===== config.mk =====
export PLATFORM = sky130hd
export DESIGN_NAME = seq_detect_moore
export DESIGN_NICKNAME = d
export VERILOG_FILES = /design/src/rtl/seq_det_pkg.sv /design/src/rtl/sat_counter.sv /design/src/rtl/seq_detect_moore.sv
export SDC_FILE = /design/constraint.sdc
export NUM_CORES = 1
export LEC_CHECK = 0
export CORE_MARGIN = 8
export CORE_UTILIZATION = 47
export CTS_CLUSTER_SIZE = 10
export DETAILED_ROUTE_END_ITERATION = 8
export GPL_TIMING_DRIVEN = 0
export PLACE_DENSITY = 0.77
export SLEW_MARGIN = 30
export SYNTH_ARGS = -nofsm -noshare
export SYNTH_HDL_FRONTEND = slang
export SYNTH_HIERARCHICAL = 1
export SYNTH_SLANG_ARGS = --single-unit

===== constraint.sdc =====
create_clock -name clk -period 2.3 [get_ports clk]
set_input_delay 0.46 -clock clk [delete_from_list [all_inputs] [get_ports clk]]
set_output_delay 0.46 -clock clk [all_outputs]
set_load 0.05 [all_outputs]

===== src/rtl/seq_det_pkg.sv =====
// -----------------------------------------------------------------------------
// seq_det_pkg
// Shared definitions for the Moore sequence detector:
//   state_t     - FSM state encoding (FILL, ARMED, MATCH)
//   fill_width  - width needed to hold a fill count of 0..pat_w
// -----------------------------------------------------------------------------
package seq_det_pkg;

  // FILL  : fewer than PAT_W bits collected since reset/load/non-overlap match
  // ARMED : history is full, the last edge did not match
  // MATCH : the last sampling edge completed the pattern
  typedef enum logic [1:0] {
    FILL  = 2'd0,
    ARMED = 2'd1,
    MATCH = 2'd2
  } state_t;

  // Bits needed to count from 0 up to and including pat_w.
  function automatic int fill_width(input int pat_w);
    return $clog2(pat_w + 1);
  endfunction

endpackage


===== src/rtl/sat_counter.sv =====
// -----------------------------------------------------------------------------
// sat_counter
// Saturating up-counter with synchronous clear.
// Ports:
//   clk   - clock, rising edge
//   reset - synchronous active-high reset, highest priority
//   inc   - increment request (ignored once the counter is at all-ones)
//   clr   - synchronous clear, wins over inc
//   cnt   - current count
// -----------------------------------------------------------------------------
module sat_counter #(
  parameter int CNT_W = 8
) (
  input  logic             clk,
  input  logic             reset,
  input  logic             inc,
  input  logic             clr,
  output logic [CNT_W-1:0] cnt
);

  localparam logic [CNT_W-1:0] CNT_MAX = '1;

  // NOTE: state registers use non-blocking (<=) so every flop samples the
  // pre-edge values; blocking here would create order-dependent behaviour.
  always_ff @(posedge clk) begin
    if (reset) begin
      cnt <= '0;
    end else if (clr) begin
      cnt <= '0;
    end else if (inc && (cnt != CNT_MAX)) begin
      cnt <= cnt + CNT_W'(1);
    end
  end

endmodule


===== src/rtl/seq_detect_moore.sv =====
// -----------------------------------------------------------------------------
// seq_detect_moore
// Moore-style serial pattern detector with a runtime-loadable pattern,
// selectable overlapping / non-overlapping detection and a saturating
// match counter.
// Ports:
//   clk       - clock, all state changes on the rising edge
//   reset     - synchronous active-high reset (priority over everything)
//   en        - sample enable; A is consumed only when en=1
//   A         - serial data bit
//   overlap   - 1: matched bits may be reused, 0: restart after each match
//   pat_load  - load strobe for pat_in (restarts collection, clears Y)
//   pat_in    - new pattern, bit PAT_W-1 is the first bit received
//   cnt_clr   - clear match counter (wins over a simultaneous match)
//   Y         - match flag, high for the cycle(s) after a detecting edge
//   match_cnt - saturating count of detecting edges
// -----------------------------------------------------------------------------
module seq_detect_moore
  import seq_det_pkg::*;
#(
  parameter int               PAT_W     = 2,
  parameter int               CNT_W     = 8,
  parameter logic [PAT_W-1:0] RESET_PAT = PAT_W'(1)
) (
  input  logic             clk,
  input  logic             reset,
  input  logic             en,
  input  logic             A,
  input  logic             overlap,
  input  logic             pat_load,
  input  logic [PAT_W-1:0] pat_in,
  input  logic             cnt_clr,
  output logic             Y,
  output logic [CNT_W-1:0] match_cnt
);

  localparam int               FW       = fill_width(PAT_W);
  localparam logic [FW-1:0]    FILL_MAX = FW'(PAT_W);

  logic [PAT_W-1:0] pat_q;
  logic [PAT_W-1:0] hist_q;
  logic [FW-1:0]    fill_q;
  state_t           state_q;

  logic [PAT_W-1:0] hist_nx;
  logic [FW-1:0]    fill_inc;
  logic             det;

  // Post-shift view of history/fill for the current edge; a match is judged
  // on these values so Y rises right after the final pattern bit is sampled.
  // NOTE: every signal assigned in always_comb gets a value on every path
  // (defaults first) so no latch is inferred.
  always_comb begin
    hist_nx  = PAT_W'({hist_q, A});
    fill_inc = (fill_q == FILL_MAX) ? fill_q : fill_q + FW'(1);
    det      = en && !pat_load && (fill_inc == FILL_MAX) && (hist_nx == pat_q);
  end

  always_ff @(posedge clk) begin
    if (reset) begin
      pat_q   <= RESET_PAT;
      hist_q  <= '0;
      fill_q  <= '0;
      state_q <= FILL;
    end else if (pat_load) begin
      // History is left as-is: fill=0 guarantees PAT_W fresh bits are
      // shifted in before the next comparison can succeed.
      pat_q   <= pat_in;
      fill_q  <= '0;
      state_q <= FILL;
    end else if (en) begin
      hist_q <= hist_nx;
      if (det) begin
        state_q <= MATCH;
        // Non-overlapping: forget the matched bits by restarting the fill.
        fill_q  <= overlap ? fill_inc : '0;
      end else begin
        // Covers FILL->ARMED, MATCH->ARMED (history still full) and
        // MATCH->FILL (fill was restarted on the detecting edge).
        fill_q  <= fill_inc;
        state_q <= (fill_inc == FILL_MAX) ? ARMED : FILL;
      end
    end
  end

  assign Y = (state_q == MATCH);

  sat_counter #(
    .CNT_W (CNT_W)
  ) u_cnt (
    .clk   (clk),
    .reset (reset),
    .inc   (det),
    .clr   (cnt_clr),
    .cnt   (match_cnt)
  );

endmodule


* Word-level counts from Yosys, hierarchy flattened
Index checks and enable logic that the tools add are counted.
Storage, ports and cells: bits in registers 15, input port bits 9, output and inout bits 9, word-level logic and storage cells 26
Operators by class: add/subtract/negate cells 2, equal/unequal tests 5, multiplexer cells 5, bitwise logic cells 1, reduce and logical (&&, ||, !) cells 8
Operator list (number):
- 8-bit by 1-bit adder with 8-bit output (second input constant) | 1
- 2-bit two-way mux | 4
- 8-bit != test (second input constant) | 1
- 2-bit equality test (second input constant) | 3
- 1-bit logical AND | 4
- 2-bit OR reduction | 2
- 2-bit by 1-bit adder with 2-bit output (second input constant) | 1
- 2-bit equality test | 1
- 2-bit AND reduction | 1
- 1-bit logical NOT | 1
- 1-bit two-way mux | 1
- 1-bit inverter | 1

* Longest topological paths before layout
depth after elaboration 6, depth in mapped cells 7, gate-level depth less buffers 7

* Cells and area by module
Netlist, hierarchy kept.
Modules (own cells, without submodules):
- sat_counter | instances 1, cells an instance 47, area an instance 435.4 um2, seq. area each 160.2 um2
- seq_detect_moore | instances 1, cells an instance 35, area an instance 335.3 um2, seq. area each 140.1 um2

* Worst setup path after synthesis
Ideal clock, no wire load.
path kind input-to-reg, from input port A, to register u_cnt.cnt[5], library setup time 100 ps, arrival 1916 ps, required time 2200 ps, setup slack 284 ps, stages on the path 6, buffers on the path 0, path through xor2_1 -> or3_1 -> nor2_1 -> and4_1 -> a31oi_1 -> a2111oi_4
On the way: cells in the longest elaborated chain, start to end 3
Ends and longest elaborated chain:
- start, declared | RTL line seq_detect_moore.sv:28 | input logic A,
- 2-bit equality test | RTL line seq_detect_moore.sv:56 | det = en && !pat_load && (fill_inc == FILL_MAX) && (hist_nx == pat_q);
- 1-bit logical AND | RTL line seq_detect_moore.sv:56
- net det | RTL line seq_detect_moore.sv:47 | logic det;
- 1-bit logical AND | RTL line sat_counter.sv:30 | end else if (inc && (cnt != CNT_MAX)) begin
- end signal, assigned | RTL line sat_counter.sv:31 | cnt <= cnt + CNT_W'(1);
- end, declared | RTL line sat_counter.sv:18 | output logic [CNT_W-1:0] cnt
The timed path passes the listed nets, and every way through them passes these cells. A chain may end at the register's enable or synchronous reset.

* Final worst setup path
Ends and elaborated chain as after synthesis.

==> reports/qor.yml <==
route:
  vias: 676
  drc_errors: 0
  detail-route-antenna-nets: 0
  drt_iter0_drc: 28
  finalWirelength_um: 1696
  wl_per_cell_um: 14.37
  viasPerCell: 5.729
  drt_pass1_iterations: 4
die:
  die_area_um2: 3192
  die_x_um: 56.50
  initial_core_util_pct: 50.57
  die_y_um: 56.50
  ios: 18
  rows: 14
  core_um2: 1524
yosys:
  synth.area.top_cells: "dfxtp_1 39%, mux2i_1 9.1%, a2111oi_4 3.6%, nand2_1 3.4%, o32ai_1 3.4%"
  yosysMostFrequentCell: "dfxtp_1"
  synth_top_cell_area_share_pct: 38.96
  netlist_area_um2: 770.7
  synth_edf_count: 0
  syn_nets: 93
  synthAdderAreaFrac_pct: 3.247
  synth_top_cell_by_area: "dfxtp_1"
  synth-xor-area-share_pct: 2.273
  ys_warn_count: 6
  ys_ff_latch: 15
  synth.area.mux_share_pct: 9.091
  syn_avg_cell_area_um2: 9.399
  synth_top_family_by_area: "simple AND/OR/NAND/NOR gates"
  synth_compound_area_share_pct: 15.75
  seq_area_frac_synth_pct: 38.96
  synth_flop_cell: "dfxtp_1"
  synth_cell_types: 29
  synth-simple-area-share_pct: 25.81
  synth-async-reset-ratio_pct: 0
  synthCells: 82
  synthTopCellsByCount: "15 x dfxtp_1, 7 x mux2i_1, 7 x nand2_1, 6 x nor2_1, 5 x inv_1"
sta:
  maxSlewViolCount: 0
  final_period_minus_worst_setup_slack_ns: 2.265
  worst_slew_pin_slew_ns: 0.5005
  timing.fmax_mhz: 441.4
  rsz0062_at_grt: "false"
  clock_skew_ns: 0.004583
  setup-violations-final: 0
  post-route-period-util_pct: 98.49
  holdWs_ns: 0.4294
  max-slew-margin-rel_pct: 66.53
  hold_violations: 0
grt:
  antenna_found_initial: 0
  track_usage_pct: 10.12
  grt_pass1_wl_um: 2670
  grt_max_degree: 11
  gr-total-overflow: 0
  grt_pass1_vias: 636
cts:
  clk_pin_slew_ns: 0.09
  clk_latency_ns: 0.28
  htree_num_levels: 1
  cts_buffers: 3
  tritoncts: "built"
  cts.sinks: 15
  cts_root_buf: "clkbuf_4"
  max-clock-path-buffers: 2
  cts_setup_buffers: 0
worst_setup_path:
  crit_arrival_ns: 2.45
  startpoint_type: "primary input"
  cpPeakStageDelay_ns: 0.43
  path_class: "in -> reg"
  critPathCaptureType: "flop"
  crit_fanout: 5
  cp_cell_sequence: "clkdlybuf4s50_1, xor2_1, or3_1, nor2_4, and4_2, a31oi_1, a2111oi_4"
  required_ns: 2.49
  worst-path-buf-inv: 1
  crit_slowest_cell: "clkdlybuf4s50_1"
  path_delay_family: "simple AND/OR/NAND/NOR gates"
final_layout:
  drive_above_1_share_pct: 12.75
  nets: 114
  num_antenna_cells: 0
  fillers: 145
  synthToLayoutAreaGrowth_pct: 27.92
power:
  swShare_pct: 23.52
  clkPwrFrac_pct: 32.0
  irDropWorstVdd_mv: 0.3109
  power.total_mw: 0.4679
  seqPwrFrac_pct: 57.1
  powerDensity_nw_per_um2: 474.5
  p_int_mw: 0.3579
  p_switching_mw: 0.1100
  pwr-share-comb_pct: 10.9
  p_leak_nw: 0.3602
placement:
  portBuffers: 16
  routabilityCongestion: 0.8038
  hpwlAfterDp_um: 1234
run:
  drv_cap: 0
hold_path:
  hold_path_class: "in -> reg"
status:
  status: "complete, no violations"
-- power groups by stage --
stage / registers [mW] / logic [mW] / clock network (mW)
final: 0.267 / 0.0508 / 0.150
after global routing: 0.268 / 0.0554 / 0.165
after detailed placement: 0.273 / 0.0493 / 0
after floorplan: 0.273 / 0.0265 / 0
after CTS: 0.267 / 0.0499 / 0.153
after global placement: 0.273 / 0.0479 / 0
-- worst register-to-register path: cells and delay by family (launching register included) --
| kind | cells | cell delay, ns |
|---|---|---|
| xor+xnor | 1 | 0.16 |
| flops | 1 | 0.34 |
| simple gates | 3 | 0.90 |
| compound gates | 2 | 0.47 |
-- stage by stage --
step	worst slack (ns)	instance area, um2	utilization (%)	instances	TNS (ns)
CTS	0.03893	979.7	64.29	118	0
global placement	-0.2995	950.9	62.40	114	-0.9860
global route	0.0007681	985.9	64.70	118	0
floorplan	0.2840	770.7	-	82	0
finish	0.03469	985.9	64.70	118	0
detailed placement	-0.3224	950.9	62.40	114	-1.090
-- kinds of logic after synthesis --
kind of cell / Yosys count
buffers and inverters: 7
AO/OA/AOI/OAI: 14
multiplexers: 7
XOR/XNOR: 2
flip-flops: 15
AND/OR/NAND/NOR: 35
adder cells (fa/ha/maj): 2
-- flip-flops by register name (all words and copies together), names as in the netlist --
signal     flops
u_cnt/cnt      8
fill_q         2
pat_q          2
state_q        2
hist_q         1
-- area by class of cell --
| type | instances | area, um2 | share of cell area (%) |
|---|---|---|---|
| multi-input cells | 60 | 441.7 | 44.80 |
| flip-flops and latches | 15 | 300.3 | 30.46 |
| repair buffers | 16 | 160.2 | 16.24 |
| clock buffers | 4 | 26.28 | 2.665 |
| well taps | 16 | 20.02 | 2.030 |
| plain buffers | 2 | 18.77 | 1.904 |
| inverters | 5 | 18.77 | 1.904 |
-- repair_timing --
action,CTS,global route
hold endpoints to repair,0,0
pin swaps,0,0
hold buffers,0,0
resized for setup,1,2
endpoints found under the setup margin,1,3
-- cell usage in the layout (no fill, tap or decap) --
cell type         n
a211o_2           1
nor3_1            1
nor2_1            5
mux2i_1           7
nand4_1           2
o21ai_0           1
or3_1             4
buf_6             1
inv_1             5
and4_1            1
o32ai_1           3
a21oi_1           4
buf_4             1
and2b_2           1
xor2_1            2
nand2_1           7
clkbuf_4          3
clkdlybuf4s50_1  16
a21boi_2          1
dfxtp_1          15
nand3_1           2
nor2_4            1
and3_1            3
a21boi_1          2
nor4_1            2
nor2b_1           1
ha_1              2
a2111oi_4         1
a31oi_1           1
or2_4             2
and4_2            1
clkbuf_1          1
and3b_1           1
or4_1             1
-- final timing paths --
check,start,end,slack [ns],depth (start not counted)
worst max register to register,pat_q[0]$_SDFFE_PP1P_,u_cnt/cnt[5]$_SDFFE_PP0P_,0.34,6
worst min-delay path,pat_load,pat_q[0]$_SDFFE_PP1P_,0.43,2
worst min register to register,state_q[0]$_SDFFE_PP0P_,state_q[0]$_SDFFE_PP0P_,0.48,2
worst max-delay path,A,u_cnt/cnt[5]$_SDFFE_PP0P_,0.03,7
-- routing by layer --
metal  share of wire [%]  global-route usage, %  wire length (um)  vias to the layer above
met1                  48                  11.24               813                      321
met2                  47                  16.61               797                       14
met5                   0                      0                 0                        -
li1                    -                      -                 -                      339
met4                0.59                  6.529                10                        0
met3                 4.3                  2.472                73                        2
No activity file was read; power rests on OpenSTA's default activity.
